==> config.mk <==
export PLATFORM = sky130hd
export DESIGN_NAME = mr_base_scheduler
export DESIGN_NICKNAME = d
export VERILOG_FILES = /design/src/rtl/mr_base_scheduler.sv
export SDC_FILE = /design/constraint.sdc
export NUM_CORES = 1
export LEC_CHECK = 0
export BUFFER_PORTS_ARGS = -buffer_cell sky130_fd_sc_hd__buf_2
export CORE_MARGIN = 2
export CORE_UTILIZATION = 46
export CTS_CLUSTER_SIZE = 14
export DETAILED_ROUTE_END_ITERATION = 12
export HOLD_SLACK_MARGIN = 0.06
export PLACE_DENSITY = 0.74
export SYNTH_ARGS = -nofsm -noshare
export SYNTH_HDL_FRONTEND = slang
export SYNTH_SLANG_ARGS = --single-unit
==> constraint.sdc <==
create_clock -name clk -period 3.6 [get_ports clk]
set_input_delay 0.72 -clock clk [delete_from_list [all_inputs] [get_ports clk]]
set_output_delay 0.72 -clock clk [all_outputs]
set_load 0.005 [all_outputs]
==> src/rtl/mr_base_scheduler.sv <==
// -----------------------------------------------------------------------------
// mr_base_scheduler
//
// Purpose:
//   Drives one shared Miller-Rabin witness engine over three fixed bases
//   (BASE0, BASE1, BASE2), one base at a time, and reports a single
//   probable-prime verdict per candidate. Candidates that are below 2, equal
//   to one of the bases, or even are resolved directly without the engine.
//
// Ports:
//   clk          in   1      clock, rising edge
//   rst          in   1      asynchronous reset, active low
//   req_valid    in   1      candidate offered
//   req_ready    out  1      high only while idle
//   req_n        in   WIDTH  candidate value
//   rsp_valid    out  1      verdict available
//   rsp_ready    in   1      consumer accepts verdict
//   rsp_prime    out  1      1 = probable prime
//   rsp_timeout  out  1      1 = engine aborted on timeout (rsp_prime = 0)
//   busy         out  1      high whenever not idle
//   base_idx     out  2      index of the base currently in use (0..2)
//   mr_rst       out  1      engine reset, active low; high only while running
//   mr_n         out  WIDTH  engine candidate
//   mr_a         out  WIDTH  engine base
//   mr_y         in   1      engine: current base proves n composite
//   mr_ret       in   1      engine: current base passes
//
// All outputs are registers. The handshake/status flags are loaded from the
// next-state value so they line up exactly with the state they describe.
// -----------------------------------------------------------------------------
module mr_base_scheduler #(
    parameter int unsigned WIDTH       = 64,
    parameter int unsigned BASE0       = 2,
    parameter int unsigned BASE1       = 7,
    parameter int unsigned BASE2       = 61,
    parameter int unsigned TIMEOUT_CYC = 8192
) (
    input  logic             clk,
    input  logic             rst,
    input  logic             req_valid,
    output logic             req_ready,
    input  logic [WIDTH-1:0] req_n,
    output logic             rsp_valid,
    input  logic             rsp_ready,
    output logic             rsp_prime,
    output logic             rsp_timeout,
    output logic             busy,
    output logic [1:0]       base_idx,
    output logic             mr_rst,
    output logic [WIDTH-1:0] mr_n,
    output logic [WIDTH-1:0] mr_a,
    input  logic             mr_y,
    input  logic             mr_ret
);

    typedef enum logic [2:0] {
        S_IDLE  = 3'd0,
        S_CHECK = 3'd1,
        S_LOAD  = 3'd2,
        S_RUN   = 3'd3,
        S_RESP  = 3'd4
    } state_t;

    localparam logic [WIDTH-1:0] B0           = WIDTH'(BASE0);
    localparam logic [WIDTH-1:0] B1           = WIDTH'(BASE1);
    localparam logic [WIDTH-1:0] B2           = WIDTH'(BASE2);
    localparam logic [WIDTH-1:0] TWO          = WIDTH'(2);
    localparam logic [15:0]      TIMEOUT_LAST = 16'(TIMEOUT_CYC - 32'd1);

    // Base value selected by a base index; index 3 never occurs.
    function automatic logic [WIDTH-1:0] base_of(input logic [1:0] idx);
        logic [WIDTH-1:0] b;
        case (idx)
            2'd0:    b = B0;
            2'd1:    b = B1;
            2'd2:    b = B2;
            default: b = {WIDTH{1'b0}};
        endcase
        return b;
    endfunction

    state_t           state_r, state_n;
    logic [1:0]       base_idx_r, base_idx_n;
    logic [15:0]      cnt_r, cnt_n;
    logic             rsp_prime_r, prime_n;
    logic             rsp_timeout_r, timeout_n;
    logic [WIDTH-1:0] mr_n_r, mr_n_n;
    logic [WIDTH-1:0] mr_a_r, mr_a_n;
    logic             req_ready_r, rsp_valid_r, busy_r, mr_rst_r;
    logic [WIDTH-1:0] cur_base_s;
    logic             last_base_s;

    // Next-state, verdict, base sequencing and timeout counter logic.
    always_comb begin
        state_n     = state_r;
        base_idx_n  = base_idx_r;
        cnt_n       = cnt_r;
        prime_n     = rsp_prime_r;
        timeout_n   = rsp_timeout_r;
        mr_n_n      = mr_n_r;
        mr_a_n      = mr_a_r;
        cur_base_s  = base_of(base_idx_r);
        last_base_s = (base_idx_r == 2'd2);
        case (state_r)
            S_IDLE: begin
                if (req_valid) begin
                    mr_n_n  = req_n;
                    state_n = S_CHECK;
                end else begin
                    state_n = S_IDLE;
                end
            end
            S_CHECK: begin
                // Ordered: first matching rule decides.
                if (mr_n_r < TWO) begin
                    prime_n   = 1'b0;
                    timeout_n = 1'b0;
                    state_n   = S_RESP;
                end else if ((mr_n_r == B0) || (mr_n_r == B1) || (mr_n_r == B2)) begin
                    prime_n   = 1'b1;
                    timeout_n = 1'b0;
                    state_n   = S_RESP;
                end else if (mr_n_r[0] == 1'b0) begin
                    prime_n   = 1'b0;
                    timeout_n = 1'b0;
                    state_n   = S_RESP;
                end else begin
                    base_idx_n = 2'd0;
                    mr_a_n     = B0;
                    cnt_n      = 16'd0;
                    state_n    = S_LOAD;
                end
            end
            S_LOAD: begin
                // A base not below n is meaningless for the engine; skip it.
                if (cur_base_s >= mr_n_r) begin
                    if (last_base_s) begin
                        prime_n   = 1'b1;
                        timeout_n = 1'b0;
                        state_n   = S_RESP;
                    end else begin
                        base_idx_n = base_idx_r + 2'd1;
                        mr_a_n     = base_of(base_idx_r + 2'd1);
                        state_n    = S_LOAD;
                    end
                end else begin
                    cnt_n   = 16'd0;
                    state_n = S_RUN;
                end
            end
            S_RUN: begin
                // Composite evidence wins over a simultaneous pass.
                if (mr_y) begin
                    prime_n   = 1'b0;
                    timeout_n = 1'b0;
                    state_n   = S_RESP;
                end else if (mr_ret) begin
                    if (last_base_s) begin
                        prime_n   = 1'b1;
                        timeout_n = 1'b0;
                        state_n   = S_RESP;
                    end else begin
                        base_idx_n = base_idx_r + 2'd1;
                        mr_a_n     = base_of(base_idx_r + 2'd1);
                        cnt_n      = 16'd0;
                        state_n    = S_LOAD;
                    end
                end else if (cnt_r == TIMEOUT_LAST) begin
                    prime_n   = 1'b0;
                    timeout_n = 1'b1;
                    state_n   = S_RESP;
                end else begin
                    cnt_n   = cnt_r + 16'd1;
                    state_n = S_RUN;
                end
            end
            S_RESP: begin
                if (rsp_ready) begin
                    state_n = S_IDLE;
                end else begin
                    state_n = S_RESP;
                end
            end
            default: begin
                state_n = S_IDLE;
            end
        endcase
    end

    // State, datapath and registered output flags.
    always_ff @(posedge clk or negedge rst) begin
        if (!rst) begin
            state_r       <= S_IDLE;
            base_idx_r    <= 2'd0;
            cnt_r         <= 16'd0;
            rsp_prime_r   <= 1'b0;
            rsp_timeout_r <= 1'b0;
            mr_n_r        <= {WIDTH{1'b0}};
            mr_a_r        <= {WIDTH{1'b0}};
            req_ready_r   <= 1'b1;
            rsp_valid_r   <= 1'b0;
            busy_r        <= 1'b0;
            mr_rst_r      <= 1'b0;
        end else begin
            state_r       <= state_n;
            base_idx_r    <= base_idx_n;
            cnt_r         <= cnt_n;
            rsp_prime_r   <= prime_n;
            rsp_timeout_r <= timeout_n;
            mr_n_r        <= mr_n_n;
            mr_a_r        <= mr_a_n;
            req_ready_r   <= (state_n == S_IDLE);
            rsp_valid_r   <= (state_n == S_RESP);
            busy_r        <= (state_n != S_IDLE);
            mr_rst_r      <= (state_n == S_RUN);
        end
    end

    assign req_ready   = req_ready_r;
    assign rsp_valid   = rsp_valid_r;
    assign rsp_prime   = rsp_prime_r;
    assign rsp_timeout = rsp_timeout_r;
    assign busy        = busy_r;
    assign base_idx    = base_idx_r;
    assign mr_rst      = mr_rst_r;
    assign mr_n        = mr_n_r;
    assign mr_a        = mr_a_r;

endmodule
# == Word-level counts from Yosys, hierarchy flattened ==
# Cells that the tools add are included.
# totals
regBits,155
in_bits,70
# classes
mux,55
add_sub_neg,2
eq_ne,25
reduce_logical,12
order_cmp,2
# ops
op,n
$mux W64,7
$pmux W64 S3,1
$mux W16,8
$eq A64 B2 Y1 const B,1
$eq A64 B3 Y1 const B,1
$eq A64 B6 Y1 const B,1
$ge A64 B64 Y1,1
$lt A64 B2 Y1 const B,1
$pmux W16 S3,1
$pmux W6 S3,2
$mux W3,9
$add A16 B1 Y16 const B,1
$eq A16 B13 Y1 const B,1
$mux W1,16
$pmux W3 S5,1
$mux W2,7
$ne A2 B2 Y1 const B,7
$eq A3 B2 Y1 const B,3
$ne A4 B4 Y1 const B,2
$reduce_and A8 Y1,1
$reduce_and A7 Y1,1
$eq A3 B3 Y1 const B,2
$logic_not A3 Y1,2
$ne A3 B3 Y1 const B,2
11 further kinds,17

# == Depth between registers and ports, before layout ==
# depth
word_depth,7
ltp_mapped,12
ltp_nobuf,11

# == Worst setup path before layout ==
# OpenSTA, ideal clock, no wires.
# synth_timing
kind,register -> register
startpoint,reg base_idx_r[0] (netlist: base_idx[0])
endpoint,reg base_idx_r[0] (netlist: base_idx[0])
path_stages_with_launch,12
synth_period_minus_slack_ns,2.774
t_arrival_ns,2.649
n_path_buf,1
required_time_ns,3.475
path_slack_ns,0.826
path_cell_list,dfrtp_1 -> inv_1 -> ha_1 -> inv_1 -> ha_1 -> nor3b_1 -> o21ai_0 -> a221oi_1 -> o211ai_2 -> a21bo_1 -> buf_2 -> mux2_4
# synth_via
elab_chain_len,5
elab_cells_between_ends,13
cone_classes,add/sub: 1; order compare: 1; eq/ne: 3; mux: 6; reduce/logical: 2
# synth_lines
element,line,text
from (decl),83,"logic [1:0] base_idx_r, base_idx_n;"
from (signal assigned),206,base_idx_r <= base_idx_n;
"$eq A2 B2 Y1, or another cell as far along","73, 103",
$pmux W6 S3 or $mux W2 (tied branches),"73, 137, 158",
$ge A64 B64 Y1 or $mux W2 (tied branches),"136, 157",
$ne A2 B2 Y1 (no source line) or $mux W2 (tied branches),--,
$reduce_and A7 Y1 (no source line) or $pmux W2 S3 (tied branches),--,
# Several ways; a longest one is shown, not always the timed one. The select of a mux whose other input is x is not followed.
# A chain may end at the register's enable or synchronous reset.

# == Final worst setup path ==
# layout_timing
startpoint,reg base_idx_r[0] (netlist: base_idx[0])
endpoint,reg mr_a_r[1] (netlist: mr_a[1])
# layout_via
elab_chain_len,7
elab_cells_between_ends,17
cone_classes,add/sub: 1; order compare: 1; eq/ne: 5; mux: 7; reduce/logical: 3
# layout_lines
element,line,text
"parallel branches: the longest is 7 deep, another holds $ge A64 B64 Y1",--,
to (signal assigned),199,mr_a_r <= {WIDTH{1'b0}};
to (signal assigned),211,mr_a_r <= mr_a_n;
to (decl),88,"logic [WIDTH-1:0] mr_a_r, mr_a_n;"
# Parallel ways; which one is timed is not known. The select of a mux whose other input is x is not followed.

==> results.json <==
{
  "outcome": "finished, final reports clean",
  "rr_worst_depth": 10,
  "ir_worst_vdd_mv": 0.4267,
  "timing.hold.ws_ns": 0.4686,
  "worst_slew_margin_rel_pct": 40.58,
  "yosysSeqAreaShare_pct": 47.30,
  "hpwl_um": 8277,
  "die_w_um": 108.0,
  "criticalPathCategory": "flop to flop",
  "syn_inst": 451,
  "dieArea_um2": 11670,
  "via_per_inst": 5.168,
  "cts_resized": 0,
  "cp-end-kind": "flop",
  "syn-cell-area_um2": 4976,
  "drive_gt1_share_pct": 41.14,
  "cts_root_buf": "clkbuf_8",
  "grt_pass1_wl_um": 18290,
  "rsz0062_at_grt": "false",
  "critical_path_arrival_ns": 3.36,
  "fillCellCount": 896,
  "core_area_um2": 10420,
  "place.gp.congestion": 0.9303,
  "numCtsBuffers": 9,
  "antennaDiodeCount": 0,
  "skew_ns": 0.009833,
  "ys_ff_latch": 94,
  "period_needed_ns": 3.112,
  "vias": 3793,
  "power_density_nw_per_um2": 760.4,
  "holdBufCountCts": 0,
  "syn-mean-instance-area_um2": 11.03,
  "cts.clk_slew.worst_paths_ns": 0.09,
  "antenna_found_initial": 0,
  "timing.fmax_mhz": 321.3,
  "final_common_cell": "buf_2",
  "area_growth_pct": 17.22,
  "drtIter0Drc": 170,
  "timing_max_transition_violations_final": 0,
  "cp.required_ns": 3.85,
  "post_cts_buffers": 0,
  "yosysWarningCount": 0,
  "nets": 677,
  "critPathBufInv": 2,
  "critPathLaunchType": "flop",
  "crit_path_max_fanout": 8,
  "crit_start": "base_idx[0]$_DFFE_PN0P_",
  "final_cell_mix": "buf_2, dfrtp_1, mux2_2, conb_1, inv_1",
  "tns_ns": 0,
  "clkLatencyLatePin_ns": 0.36,
  "dp_slack_ns": 0.4937,
  "crit_family": "compound AO/OA/AOI/OAI gates",
  "cp_cell_sequence": "inv_1 -> ha_1 -> inv_1 -> ha_1 -> nor3b_1 -> o21ai_0 -> a221oi_1 -> o211ai_2 -> a21bo_1 -> mux2_4",
  "fp-row-count": 37,
  "cts_tree": "built",
  "ant_nets": 0,
  "crit_cells": 10,
  "power.leakage_nw": 2.748,
  "fin_ws_ns": 0.4878,
  "r2r_slack_ns": 0.49,
  "drc_errors": 0,
  "finalSetupViolations": 0,
  "fin_util_pct": 56.00,
  "yosysUniqueCellTypes": 55,
  "reg2reg_from": "base_idx[0]$_DFFE_PN0P_",
  "grtUsageTotal_pct": 19.84,
  "postRouteWirelength_um": 11070,
  "slowest_delay_ns": 0.51,
  "worst_pin_slew_ns": 0.8913,
  "clkSinkCount": 94,
  "timing.final.crit_share_pct": 86.45,
  "hold_path.class": "input port to asynchronous set/reset pin",
  "stdcell_area_um2": 5833,
  "grt-ovfl-total": 0,
  "initial_core_util_pct": 47.77,
  "cp-endpoint": "mr_a[1]$_DFFE_PN0P_",
  "num_io_pins": 206,
  "grt_pass1_vias": 3764,
  "cts_buffer_depth": 2,
  "first_pass_iters": 4,
  "hold_viol": 0,
  "cts_max_level": 3,
  "routedWlPerCell_um": 15.08,
  "io_buffers": 147,
  "maxCapViolations": 0,
  "grt_max_degree": 74,
  "placed_area_um2": 5598,
  "rr_endpoint": "mr_a[1]$_DFFE_PN0P_",
  "dieHeight_um": 108.0,
  "slowest_stage": "dfrtp_1"
}
[power by group]
part | switching (mW) | internal, mW
registers | 0.372 | 1.49
clock network | 0.370 | 0.458
logic | 0.834 | 0.911
total | 1.58 | 2.86
[worst min path at each step]
stage | start | endpoint | slack [ns] | cells past startpoint
2_1_floorplan | rst | base_idx[0]$_DFFE_PN0P_ | 0.42 | 0
3_3_place_gp | cnt_r[0]$_DFFE_PN0P_ | cnt_r[0]$_DFFE_PN0P_ | 0.49 | 1
3_5_place_dp | rsp_timeout$_DFFE_PN0P_ | rsp_timeout$_DFFE_PN0P_ | 0.49 | 1
4_1_cts | rst | cnt_r[13]$_DFFE_PN0P_ | 0.52 | 1
5_1_grt | rsp_timeout$_DFFE_PN0P_ | rsp_timeout$_DFFE_PN0P_ | 0.54 | 1
6_report | rst | mr_a[1]$_DFFE_PN0P_ | 0.47 | 1
[sequential cells by signal, indices dropped and copies added, names as in the netlist]
register     count
mr_n            64
cnt_r           16
mr_a             3
state_r          3
base_idx         2
busy             1
mr_rst           1
req_ready        1
rsp_prime        1
rsp_timeout      1
rsp_valid        1
[logic make-up after synthesis]
kind of cell | after synthesis | synth area share, %
AND/OR/NAND/NOR | 104 | 11.52
flip-flops | 94 | 47.30
AO/OA/AOI/OAI | 69 | 9.656
multiplexers | 64 | 14.63
buffers and inverters | 105 | 13.38
other | 1 | 0.07536
XOR/XNOR | 1 | 0.1760
adder cells (fa/ha/maj) | 13 | 3.269
[metal layers]
metal	wire [µm]	track usage, %	share of wire, %	vias up
li1	-	-	-	1786
met1	4400	24.83	40	1818
met2	5525	33.06	50	176
met3	981	5.967	8.9	13
met4	162	6.319	1.5	0
met5	0	0	0	-
[cells in the mapped netlist, drive strengths merged]
library cell | n | area [µm²]
conb | 1 | 3.750
nand2b | 1 | 6.260
inv | 26 | 97.59
xor2 | 1 | 8.760
a41o | 1 | 10.01
nand4 | 6 | 37.54
a31oi | 14 | 102.6
a21oi | 7 | 38.79
or2 | 3 | 18.77
nand2 | 16 | 60.06
dfrtp | 93 | 2327
mux2i | 3 | 30.03
dfstp | 1 | 26.28
a22oi | 1 | 7.510
mux2 | 61 | 698.2
nor4 | 20 | 125.1
buf | 68 | 526.8
or3 | 4 | 25.02
clkinv | 1 | 3.750
a211oi | 4 | 35.03
or4 | 4 | 35.03
o2bb2ai | 2 | 17.52
o41ai | 2 | 17.52
a22o | 1 | 8.760
o31a | 2 | 17.52
o211a | 1 | 10.01
or2b | 1 | 8.760
nor3 | 14 | 70.07
clkbuf | 10 | 37.54
nand3 | 10 | 50.05
nand4bb | 1 | 11.26
a221oi | 1 | 8.760
nor3b | 1 | 7.510
a21bo | 1 | 10.01
nor2b | 2 | 12.51
o21ai | 26 | 141.4
o211ai | 4 | 40.03
ha | 13 | 162.7
nand4b | 1 | 8.760
and3 | 1 | 7.510
or4b | 2 | 20.02
nor2 | 16 | 60.06
o31ai | 2 | 15.01
nor4b | 1 | 8.760
[area by class of cell]
cell class                      count  area [µm²]  area share [%]
Clock buffer                        9       123.9           2.124
Clock inverter                      6       111.4           1.909
Inverter                           27       101.3           1.737
Multi-Input combinational cell    309        2177           37.32
Sequential cell                    94        2354           40.35
Tap cell                          136       170.2           2.917
Timing Repair Buffer              153       795.8           13.64
[through the flow]
| step | total power [mW] | instances |
|---|---|---|
| after global routing | 4.760 | 734 |
| final | 4.436 | 734 |
| after floorplan | 2.947 | 508 |
| after detailed placement | 3.635 | 719 |
| after global placement | 3.564 | 719 |
| after CTS | 4.469 | 734 |
(Power assumes the default switching activity.)
